<file path="src/rtl/coin_input_conditioner.sv">
// coin_input_conditioner
//   Debounces the player fire/start/coin inputs taken from packed joystick
//   words. It drives registered active-low fire/start to the game core and
//   turns each debounced coin press into a fixed-length low pulse on coin_n,
//   followed by an equal-length high gap. Up to three presses that arrive
//   while a pulse is running are queued.
//
//   Optional feature macro: COIN_INPUT_AUTOFIRE_EN. When it is defined, the
//   autofire_en port exists and a held fire toggles fire_n every AF_PERIOD
//   cycles.
//
// Ports
//   clk_sys      in   system clock, rising edge
//   reset        in   asynchronous, active-high reset
//   joy          in   16*NPLAYERS packed words (bit4 fire, bit5 start,
//                     bit6 select, bit7 coin)
//   autofire_en  in   NPLAYERS per-player autofire enable (macro builds only)
//   fire_n       out  NPLAYERS active-low fire
//   start_n      out  NPLAYERS active-low start (P1 select also starts P2)
//   coin_n       out  active-low stretched coin pulse
//   coin_count   out  8-bit wrapping count of coin pulses issued
//   coin_busy    out  coin sequencer not idle
//
// Coin FSM
//   state   | meaning
//   S_IDLE  | waiting for a coin press
//   S_PULSE | coin_n held low for COIN_PULSE cycles
//   S_GAP   | coin_n held high for COIN_PULSE cycles before the next pulse
module coin_input_conditioner #(
  parameter int NPLAYERS   = 2,
  parameter int DEB_CYCLES = 16,
  parameter int COIN_PULSE = 4096,
  parameter int AF_PERIOD  = 1024
) (
  input  logic                   clk_sys,
  input  logic                   reset,
  input  logic [16*NPLAYERS-1:0] joy,
`ifdef COIN_INPUT_AUTOFIRE_EN
  input  logic [NPLAYERS-1:0]    autofire_en,
`endif
  output logic [NPLAYERS-1:0]    fire_n,
  output logic [NPLAYERS-1:0]    start_n,
  output logic                   coin_n,
  output logic [7:0]             coin_count,
  output logic                   coin_busy
);

  // Raw signal order: fire[0..N-1], start[0..N-1], coin.
  localparam int NRAW     = 2*NPLAYERS + 1;
  localparam int COIN_IDX = 2*NPLAYERS;
  localparam int DW       = $clog2(DEB_CYCLES + 1);
  localparam int PMAX     = (COIN_PULSE > AF_PERIOD) ? COIN_PULSE : AF_PERIOD;
  localparam int PW       = $clog2(PMAX + 1);

  localparam logic [DW-1:0] DEB_LAST = DW'(DEB_CYCLES - 1);
  localparam logic [PW-1:0] PH_LOAD  = PW'(COIN_PULSE - 1);

  localparam logic [1:0] S_IDLE  = 2'd0;
  localparam logic [1:0] S_PULSE = 2'd1;
  localparam logic [1:0] S_GAP   = 2'd2;

  logic [NRAW-1:0] raw;
  logic [NRAW-1:0] deb;
  logic            coin_any;
  logic            unused_joy;

  // Only bits 4..7 of each word are used.
  assign unused_joy = ^joy;

  always_comb begin
    raw      = '0;
    coin_any = 1'b0;
    for (int p = 0; p < NPLAYERS; p++) begin
      raw[p]            = joy[16*p+4];
      raw[NPLAYERS + p] = joy[16*p+5];
      coin_any          = coin_any | joy[16*p+7];
    end
    // Player 1 select doubles as player 2 start.
    if (NPLAYERS >= 2) raw[NPLAYERS+1] = raw[NPLAYERS+1] | joy[6];
    raw[COIN_IDX] = coin_any;
  end

  // Debouncers: the counter runs only while raw disagrees with deb, so a
  // glitch shorter than DEB_CYCLES resets it and never flips deb.
  for (genvar i = 0; i < NRAW; i++) begin : g_deb
    logic          d_q;
    logic [DW-1:0] cnt;

    always_ff @(posedge clk_sys or posedge reset) begin
      if (reset) begin
        d_q <= 1'b0;
        cnt <= '0;
      end else if (raw[i] == d_q) begin
        cnt <= '0;
      end else if (cnt == DEB_LAST) begin
        d_q <= raw[i];
        cnt <= '0;
      end else begin
        cnt <= cnt + 1'b1;
      end
    end

    assign deb[i] = d_q;
  end

  always_ff @(posedge clk_sys or posedge reset) begin
    if (reset) start_n <= '1;
    else       start_n <= ~deb[2*NPLAYERS-1:NPLAYERS];
  end

  for (genvar p = 0; p < NPLAYERS; p++) begin : g_fire
`ifdef COIN_INPUT_AUTOFIRE_EN
    localparam logic [PW-1:0] AF_LOAD = PW'(AF_PERIOD - 1);
    logic          f_q;
    logic          af_active;
    logic [PW-1:0] af_cnt;

    always_ff @(posedge clk_sys or posedge reset) begin
      if (reset) begin
        f_q       <= 1'b1;
        af_active <= 1'b0;
        af_cnt    <= '0;
      end else if (!deb[p]) begin
        f_q       <= 1'b1;
        af_active <= 1'b0;
        af_cnt    <= '0;
      end else if (!autofire_en[p]) begin
        f_q       <= 1'b0;
        af_active <= 1'b0;
        af_cnt    <= '0;
      end else if (!af_active) begin
        // First cycle of a held fire always starts with a low half-period.
        f_q       <= 1'b0;
        af_active <= 1'b1;
        af_cnt    <= AF_LOAD;
      end else if (af_cnt == '0) begin
        f_q    <= ~f_q;
        af_cnt <= AF_LOAD;
      end else begin
        af_cnt <= af_cnt - 1'b1;
      end
    end
`else
    logic f_q;

    always_ff @(posedge clk_sys or posedge reset) begin
      if (reset) f_q <= 1'b1;
      else       f_q <= ~deb[p];
    end
`endif
    assign fire_n[p] = f_q;
  end

  logic [1:0]    state;
  logic [PW-1:0] phase;
  logic [1:0]    pending;
  logic          deb_coin_q;
  logic          coin_event;

  assign coin_event = deb[COIN_IDX] & ~deb_coin_q;

  always_ff @(posedge clk_sys or posedge reset) begin
    if (reset) begin
      state      <= S_IDLE;
      phase      <= '0;
      pending    <= '0;
      coin_count <= '0;
      deb_coin_q <= 1'b0;
    end else begin
      deb_coin_q <= deb[COIN_IDX];
      case (state)
        S_IDLE: begin
          if (coin_event) begin
            state      <= S_PULSE;
            phase      <= PH_LOAD;
            coin_count <= coin_count + 8'd1;
          end
        end
        S_PULSE: begin
          if (coin_event && pending != 2'd3) pending <= pending + 2'd1;
          if (phase == '0) begin
            state <= S_GAP;
            phase <= PH_LOAD;
          end else begin
            phase <= phase - 1'b1;
          end
        end
        S_GAP: begin
          if (phase != '0) begin
            phase <= phase - 1'b1;
            if (coin_event && pending != 2'd3) pending <= pending + 2'd1;
          end else if (pending != 2'd0 || coin_event) begin
            // A press landing on the gap's last edge takes the place of the
            // queued one being consumed, so pending stays put.
            state      <= S_PULSE;
            phase      <= PH_LOAD;
            coin_count <= coin_count + 8'd1;
            if (!coin_event) pending <= pending - 2'd1;
          end else begin
            state <= S_IDLE;
          end
        end
        default: state <= S_IDLE;
      endcase
    end
  end

  // Decoded straight from state so reset releases coin_n without a clock.
  assign coin_n    = (state != S_PULSE);
  assign coin_busy = (state != S_IDLE);

endmodule

</file>
<file path="config.mk">
export PLATFORM = sky130hd
export DESIGN_NAME = coin_input_conditioner
export DESIGN_NICKNAME = d
export VERILOG_FILES = /design/src/rtl/coin_input_conditioner.sv
export SDC_FILE = /design/constraint.sdc
export NUM_CORES = 1
export LEC_CHECK = 0
export BUFFER_PORTS_ARGS = -buffer_cell sky130_fd_sc_hd__buf_2
export CORE_MARGIN = 2
export CORE_UTILIZATION = 52
export DETAILED_ROUTE_END_ITERATION = 12
export GPL_TIMING_DRIVEN = 0
export PLACE_DENSITY = 0.74
export SYNTH_ARGS = -nofsm -noshare
export SYNTH_HDL_FRONTEND = slang
export SYNTH_SLANG_ARGS = --single-unit
</file>
<file path="constraint.sdc">
create_clock -name clk_sys -period 3.75 [get_ports clk_sys]
set_clock_uncertainty 0.2 [all_clocks]
set_input_delay 0.5625 -clock clk_sys [delete_from_list [all_inputs] [get_ports clk_sys]]
set_output_delay 0.5625 -clock clk_sys [all_outputs]
set_load 0.02 [all_outputs]
</file>
Yosys cells after proc, flatten, opt, wreduce, memory -nomap -nowiden
Cells that the tools add are included.
{"block": "totals", "register_bits": 60, "out_inout_bits": 14}
{"block": "op_classes", "n_addsub": 9, "eq_ne": 20, "mux": 29, "bitwise": 12, "reduce_logical": 19}
{"cell": "two-way mux 13 bit", "count": 4}
{"cell": "two-way mux 5 bit", "count": 10}
{"cell": "one-hot mux 13 bit (3 select lines)", "count": 1}
{"cell": "adder 5 x 1 -> 5 bit (second input constant)", "count": 5}
{"cell": "== test 5 x 4 -> 1 bit (second input constant)", "count": 5}
{"cell": "two-way mux 8 bit", "count": 3}
{"cell": "one-hot mux 8 bit (2 select lines)", "count": 1}
{"cell": "two-way mux 2 bit", "count": 7}
{"cell": "logical NOT 13 bit", "count": 1}
{"cell": "nonzero test 13 bit", "count": 1}
{"cell": "subtractor 13 x 1 -> 13 bit (second input constant)", "count": 1}
{"cell": "inequality test 2 bit (second input constant)", "count": 5}
{"cell": "AND reduction 2 bit", "count": 5}
{"cell": "AND reduction 3 bit", "count": 3}
{"cell": "adder 8 x 1 -> 8 bit (second input constant)", "count": 1}
{"cell": "inverter 1 bit", "count": 8}
{"cell": "nonzero test 2 bit", "count": 4}
{"cell": "inequality test 3 bit (second input constant)", "count": 2}
{"cell": "one-hot mux 2 bit (3 select lines)", "count": 1}
{"cell": "== test 1 bit", "count": 5}
{"cell": "one-hot mux 2 bit (2 select lines)", "count": 1}
{"cell": "AND reduction 4 bit", "count": 1}
{"cell": "nonzero test 3 bit", "count": 1}
{"cell": "adder 2 x 1 -> 2 bit (second input constant)", "count": 1}
{"cell": "other kinds (11)", "count": 12}

Logic depth before layout (Yosys ltp)
{"block": "logic_depth", "depth_word": 6, "mapped_depth": 9}

Least setup slack after synthesis
Ideal clock, no wire load.
{"block": "synth_path", "kind": "register to register", "from": "register phase[0]", "to": "register coin_count[1]", "setup_ps": 128, "arrival_ps": 2309, "required_time_ps": 3422, "setup_slack_ps": 1114, "stages_incl_launch_ff": 8, "period_less_slack_ps": 2636, "path_cell_list": "dfrtp_1 -> inv_1 -> ha_1 -> or4b_4 -> or4_1 -> buf_4 -> a21oi_4 -> mux2_1"}
{"block": "synth_between", "elab_chain_cells": 3}
{"item": "start, declared", "line": "155", "rtl": "logic [PW-1:0] phase;"}
{"item": "start signal, assigned", "line": "185", "rtl": "phase <= phase - 1'b1;"}
{"item": "start signal, assigned", "line": "190", "rtl": "phase <= phase - 1'b1;"}
{"item": "nonzero test 13 bit", "line": "189", "rtl": "if (phase != '0) begin"}
{"item": "inequality test 2 bit (no line)"}
{"item": "AND reduction 4 bit (no line)"}
{"item": "end signal, assigned", "line": "176", "rtl": "coin_count <= coin_count + 8'd1;"}
{"item": "end signal, assigned", "line": "197", "rtl": "coin_count <= coin_count + 8'd1;"}
{"item": "end, declared", "line": "44", "rtl": "output logic [7:0] coin_count,"}
Every way passes these cells.
A chain may end at the register's enable or synchronous reset.

Final worst setup path
Same ends and word-level chain as after synthesis.

==> impl_table.tex <==
\begin{tabular}{lr}
\hline
Metric & Value \\
\hline
\multicolumn{2}{l}{\textbf{Die}} \\
Chip width & between 70 and 80 µm \\
Top-Level Pins & 48 \\
Area of the die & about 6300 µm² \\
Core Rows & 27 \\
Initial Utilization & 0.536 \\
Area of the core & about 5500 µm² \\
Overall die height & between 70 and 80 µm \\
\multicolumn{2}{l}{\textbf{Clock network}} \\
Clock tree buffer depth & 2 \\
Later-pin clock latency in the skew report & between 300 and 400 ps \\
Number of resized instances in the post-cts repair step & 0 \\
Clock H-tree levels & 3 \\
Clock root buffer master & sky130\_fd\_sc\_hd\_\_clkbuf\_8 \\
Postcts setup bufs & 0 \\
Clock buffer count from CTS & 9 \\
CTS tree & built \\
Number of sinks handled by clock tree synthesis & 60 \\
Clock slew at reported path FFs & 70 ps \\
Hold-fix buffers, CTS & 0 \\
\multicolumn{2}{l}{\textbf{GRT}} \\
Vias in the first global route & approximately 2,100 \\
GR Overflow Total & 0 \\
Wire length of the first global-routing pass & slightly above 9 mm \\
Global-route usage over all layers & 0.189 \\
Number of antenna violations at the first check in global routing & 0 \\
Maximum number of pins on one net before global-route repair & 35 \\
\multicolumn{2}{l}{\textbf{Critical path}} \\
R2r setup slk & about 910 ps \\
Worst Path Arrival & roughly 2900 ps \\
Depth of the worst register-to-register path & 7 \\
CP endpoint kind & flop \\
Data required time at the worst endpoint & 3780 ps \\
Startpoint type of the worst setup path & flop \\
Maximum fanout along the worst path & 8 \\
Launching point of the worst reg2reg path & phase[0]\$\_DFFE\_PP0P\_ \\
Endpoint of the lowest-slack register-to-register path & coin\_count[1]\$\_DFFE\_PP0P\_ \\
WS Path Type & flop to flop \\
\multicolumn{2}{l}{\textbf{Cells and area}} \\
Filler cell count in the final layout & approximately 450 \\
Number of nets in the layout & about 360 \\
Non-filler cells in the finished layout & 393 \\
Layout cells sized above 1 & 0.190 \\
Area growth syn-to-layout & 14.3\% \\
Diode count & 0 \\
Cell area after layout & around 3400 µm² \\
\multicolumn{2}{l}{\textbf{Logic synthesis}} \\
Register bit total from synthesis & 60 \\
YS warnings & 0 \\
Sequential cell area fraction in the yosys report & 0.510 \\
Post-synth ARST share & 1.00 \\
Unique masters post-synth & 45 \\
Mapped Cells & around 280 \\
Proportion of netlist area held by the largest area contributor & 0.474 \\
Number of synthesized flops with an enable pin & 0 \\
Largest area contributor in the netlist & sky130\_fd\_sc\_hd\_\_dfrtp\_1 \\
Commonest register cell after synthesis & sky130\_fd\_sc\_hd\_\_dfrtp\_1 \\
Biggest area contributors in the synthesized netlist & sky130\_fd\_sc\_hd\_\_dfrtp\_1, sky130\_fd\_sc\_hd\_\_ha\_1, sky130\_fd\_sc\_hd\_\_nor2\_1 \\
Mapped Avg Cell Area & about 10 µm² \\
Synthesized cell area & 2950 µm² \\
Syn\_nets & 330 \\
\multicolumn{2}{l}{\textbf{Placement}} \\
Total placed cells including tap cells & 377 \\
Worst slack, placed & 920 ps \\
Routability Congestion & $\sim$0.82 \\
Placed wire-length estimate & 3.72 mm \\
\# port buffers & 22 \\
Placed cell areas & approximately 3200 µm² \\
\multicolumn{2}{l}{\textbf{Timing}} \\
RSZ-0062 raised after global routing & false \\
Fmax achieved & around 350 MHz \\
Slew at the pin with the worst max-slew slack & 877 ps \\
Setup-violating endpoint count in the final report & 0 \\
Total Neg Setup Slack & 0 ps \\
Setup WS post-layout & 905 ps \\
Final Slew Violations & 0 \\
Max\_slew headroom & 0.409 \\
Share of the clock period used by the worst path after layout & 0.759 \\
Hold violation count in the final report & 0 \\
Final worst path period need & between 2000 and 3000 ps \\
\multicolumn{2}{l}{\textbf{Power}} \\
Worst vdd rail ir drop & $\sim$0.24 mV \\
Overall power of the completed layout & roughly 1.3 mW \\
Power density over cell area & roughly 380 nW/µm² \\
Leak & 1.61 nW \\
\multicolumn{2}{l}{\textbf{Route}} \\
Total number of vias & about 2,100 \\
Drt pass-1 iters & 6 \\
DRC violations left & 0 \\
Drt via density & around 5.5 \\
Initial DRC count & 117 \\
Sum of routed wire length over all layers & 5.23 mm \\
Routed WL per cell & between 10 and 15 µm \\
Final antenna-violating net count & 0 \\
\multicolumn{2}{l}{\textbf{Run}} \\
Max-capacitance violation count & 0 \\
\multicolumn{2}{l}{\textbf{Status}} \\
Status & finished, final reports clean \\
\multicolumn{2}{l}{\textbf{Min path}} \\
Tightest Hold Check Type & primary input to async pin \\
\hline
\end{tabular}
-- worst max path at each step --
stage | start | to | slack (ps) | cells after the start
finish | phase[0]$_DFFE_PP0P_ | coin_count[1]$_DFFE_PP0P_ | 910 | 7
global placement | reset | pending[1]$_DFFE_PP0P_ | 780 | 2
CTS | phase[0]$_DFFE_PP0P_ | coin_count[1]$_DFFE_PP0P_ | 890 | 7
floorplan | phase[0]$_DFFE_PP0P_ | coin_count[1]$_DFFE_PP0P_ | 1110 | 7
detailed placement | phase[0]$_DFFE_PP0P_ | coin_count[1]$_DFFE_PP0P_ | 920 | 7
global route | phase[0]$_DFFE_PP0P_ | phase[10]$_DFFE_PP0P_ | 730 | 6
-- layout by cell type, fill, tap and decap left out, drive strengths merged, types with 2 or more instances in the layout --
master    instances
a21oi            17
a2bb2oi           4
a31oi             4
and2              7
and3              7
buf              28
clkbuf           14
clkinv            3
clkinvlp          2
dfrtp            56
dfstp             4
ha               14
inv              18
nand2             6
nand3            15
nand4             3
nor2             41
nor3              5
nor4              4
o211ai            2
o21a              3
o21ai            14
o22a              8
o41ai             2
or4               4
xnor2             9
xor2             14
-- layout make-up --
| type | count | area [µm²] | share of cell area |
|---|---|---|---|
| Tap cell | 72 | 90.1 | 0.0267 |
| Clock inverter | 6 | 63.8 | 0.0189 |
| Timing Repair Buffer | 23 | 130 | 0.0385 |
| Buffer | 9 | 56.3 | 0.0167 |
| Sequential cell | 60 | 1510 | 0.446 |
| Inverter | 18 | 67.6 | 0.0200 |
| Multi-Input combinational cell | 195 | 1320 | 0.392 |
| Clock buffer | 10 | 138 | 0.0408 |
-- cell usage after synthesis (all sizes together), types with 5 or more instances --
cell type / instances
a21oi: 17
nor3: 5
xnor2: 9
nand3: 15
and3: 7
buf: 5
o22a: 8
o21ai: 14
and2: 7
nand2: 6
inv: 18
ha: 14
dfrtp: 56
xor2: 14
nor2: 41
-- flip-flops by register name, summed over array words and instances (netlist names) --
register,flops
state,2
deb_coin_q,1
g_fire.f_q,2
g_deb.d_q,5
pending,2
phase,13
g_deb.cnt,25
start_n,2
coin_count,8
-- metal layers --
layer | share of wire | up-vias | track usage
met3 | 0.031 | 11 | 0.0351
met5 | 0 | - | 0
met2 | 0.47 | 37 | 0.298
met4 | 0.022 | 0 | 0.103
met1 | 0.47 | 1035 | 0.247
li1 | - | 1062 | -
-- where the power goes --
group | switching (mW) | internal, mW
combinational | 0.0260 | 0.0156
clock | 0.262 | 0.323
sequential | 0.00716 | 0.657
-- per-stage QoR --
step,util,hold slack [ps]
after floorplan,-,190
after global placement,0.573,199
after detailed placement,0.576,213
after CTS,0.613,97.2
after global routing,0.613,135
final,0.613,83.1
-- kinds of logic (layout without fill, tap and decap cells) --
| group | count (synthesis) | count (layout) | share of synthesized area |
|---|---|---|---|
| AO/OA/AOI/OAI | 58 | 58 | 0.144 |
| flip-flops | 60 | 60 | 0.510 |
| adder cells (fa/ha/maj) | 14 | 14 | 0.0593 |
| buffers and inverters | 27 | 66 | 0.0419 |
| multiplexers | 2 | 2 | 0.00720 |
| XOR/XNOR | 23 | 23 | 0.0682 |
| AND/OR/NAND/NOR | 98 | 98 | 0.169 |
-- worst max-delay path, cell delays in order (launching register included) --
cell	delay, ps
sky130_fd_sc_hd__dfrtp_1	410
sky130_fd_sc_hd__inv_1	130
sky130_fd_sc_hd__ha_1	170
sky130_fd_sc_hd__or4b_4	490
sky130_fd_sc_hd__or4_1	510
sky130_fd_sc_hd__buf_4	190
sky130_fd_sc_hd__a21oi_4	280
sky130_fd_sc_hd__mux2_1	350
(Power assumes the default switching activity.)
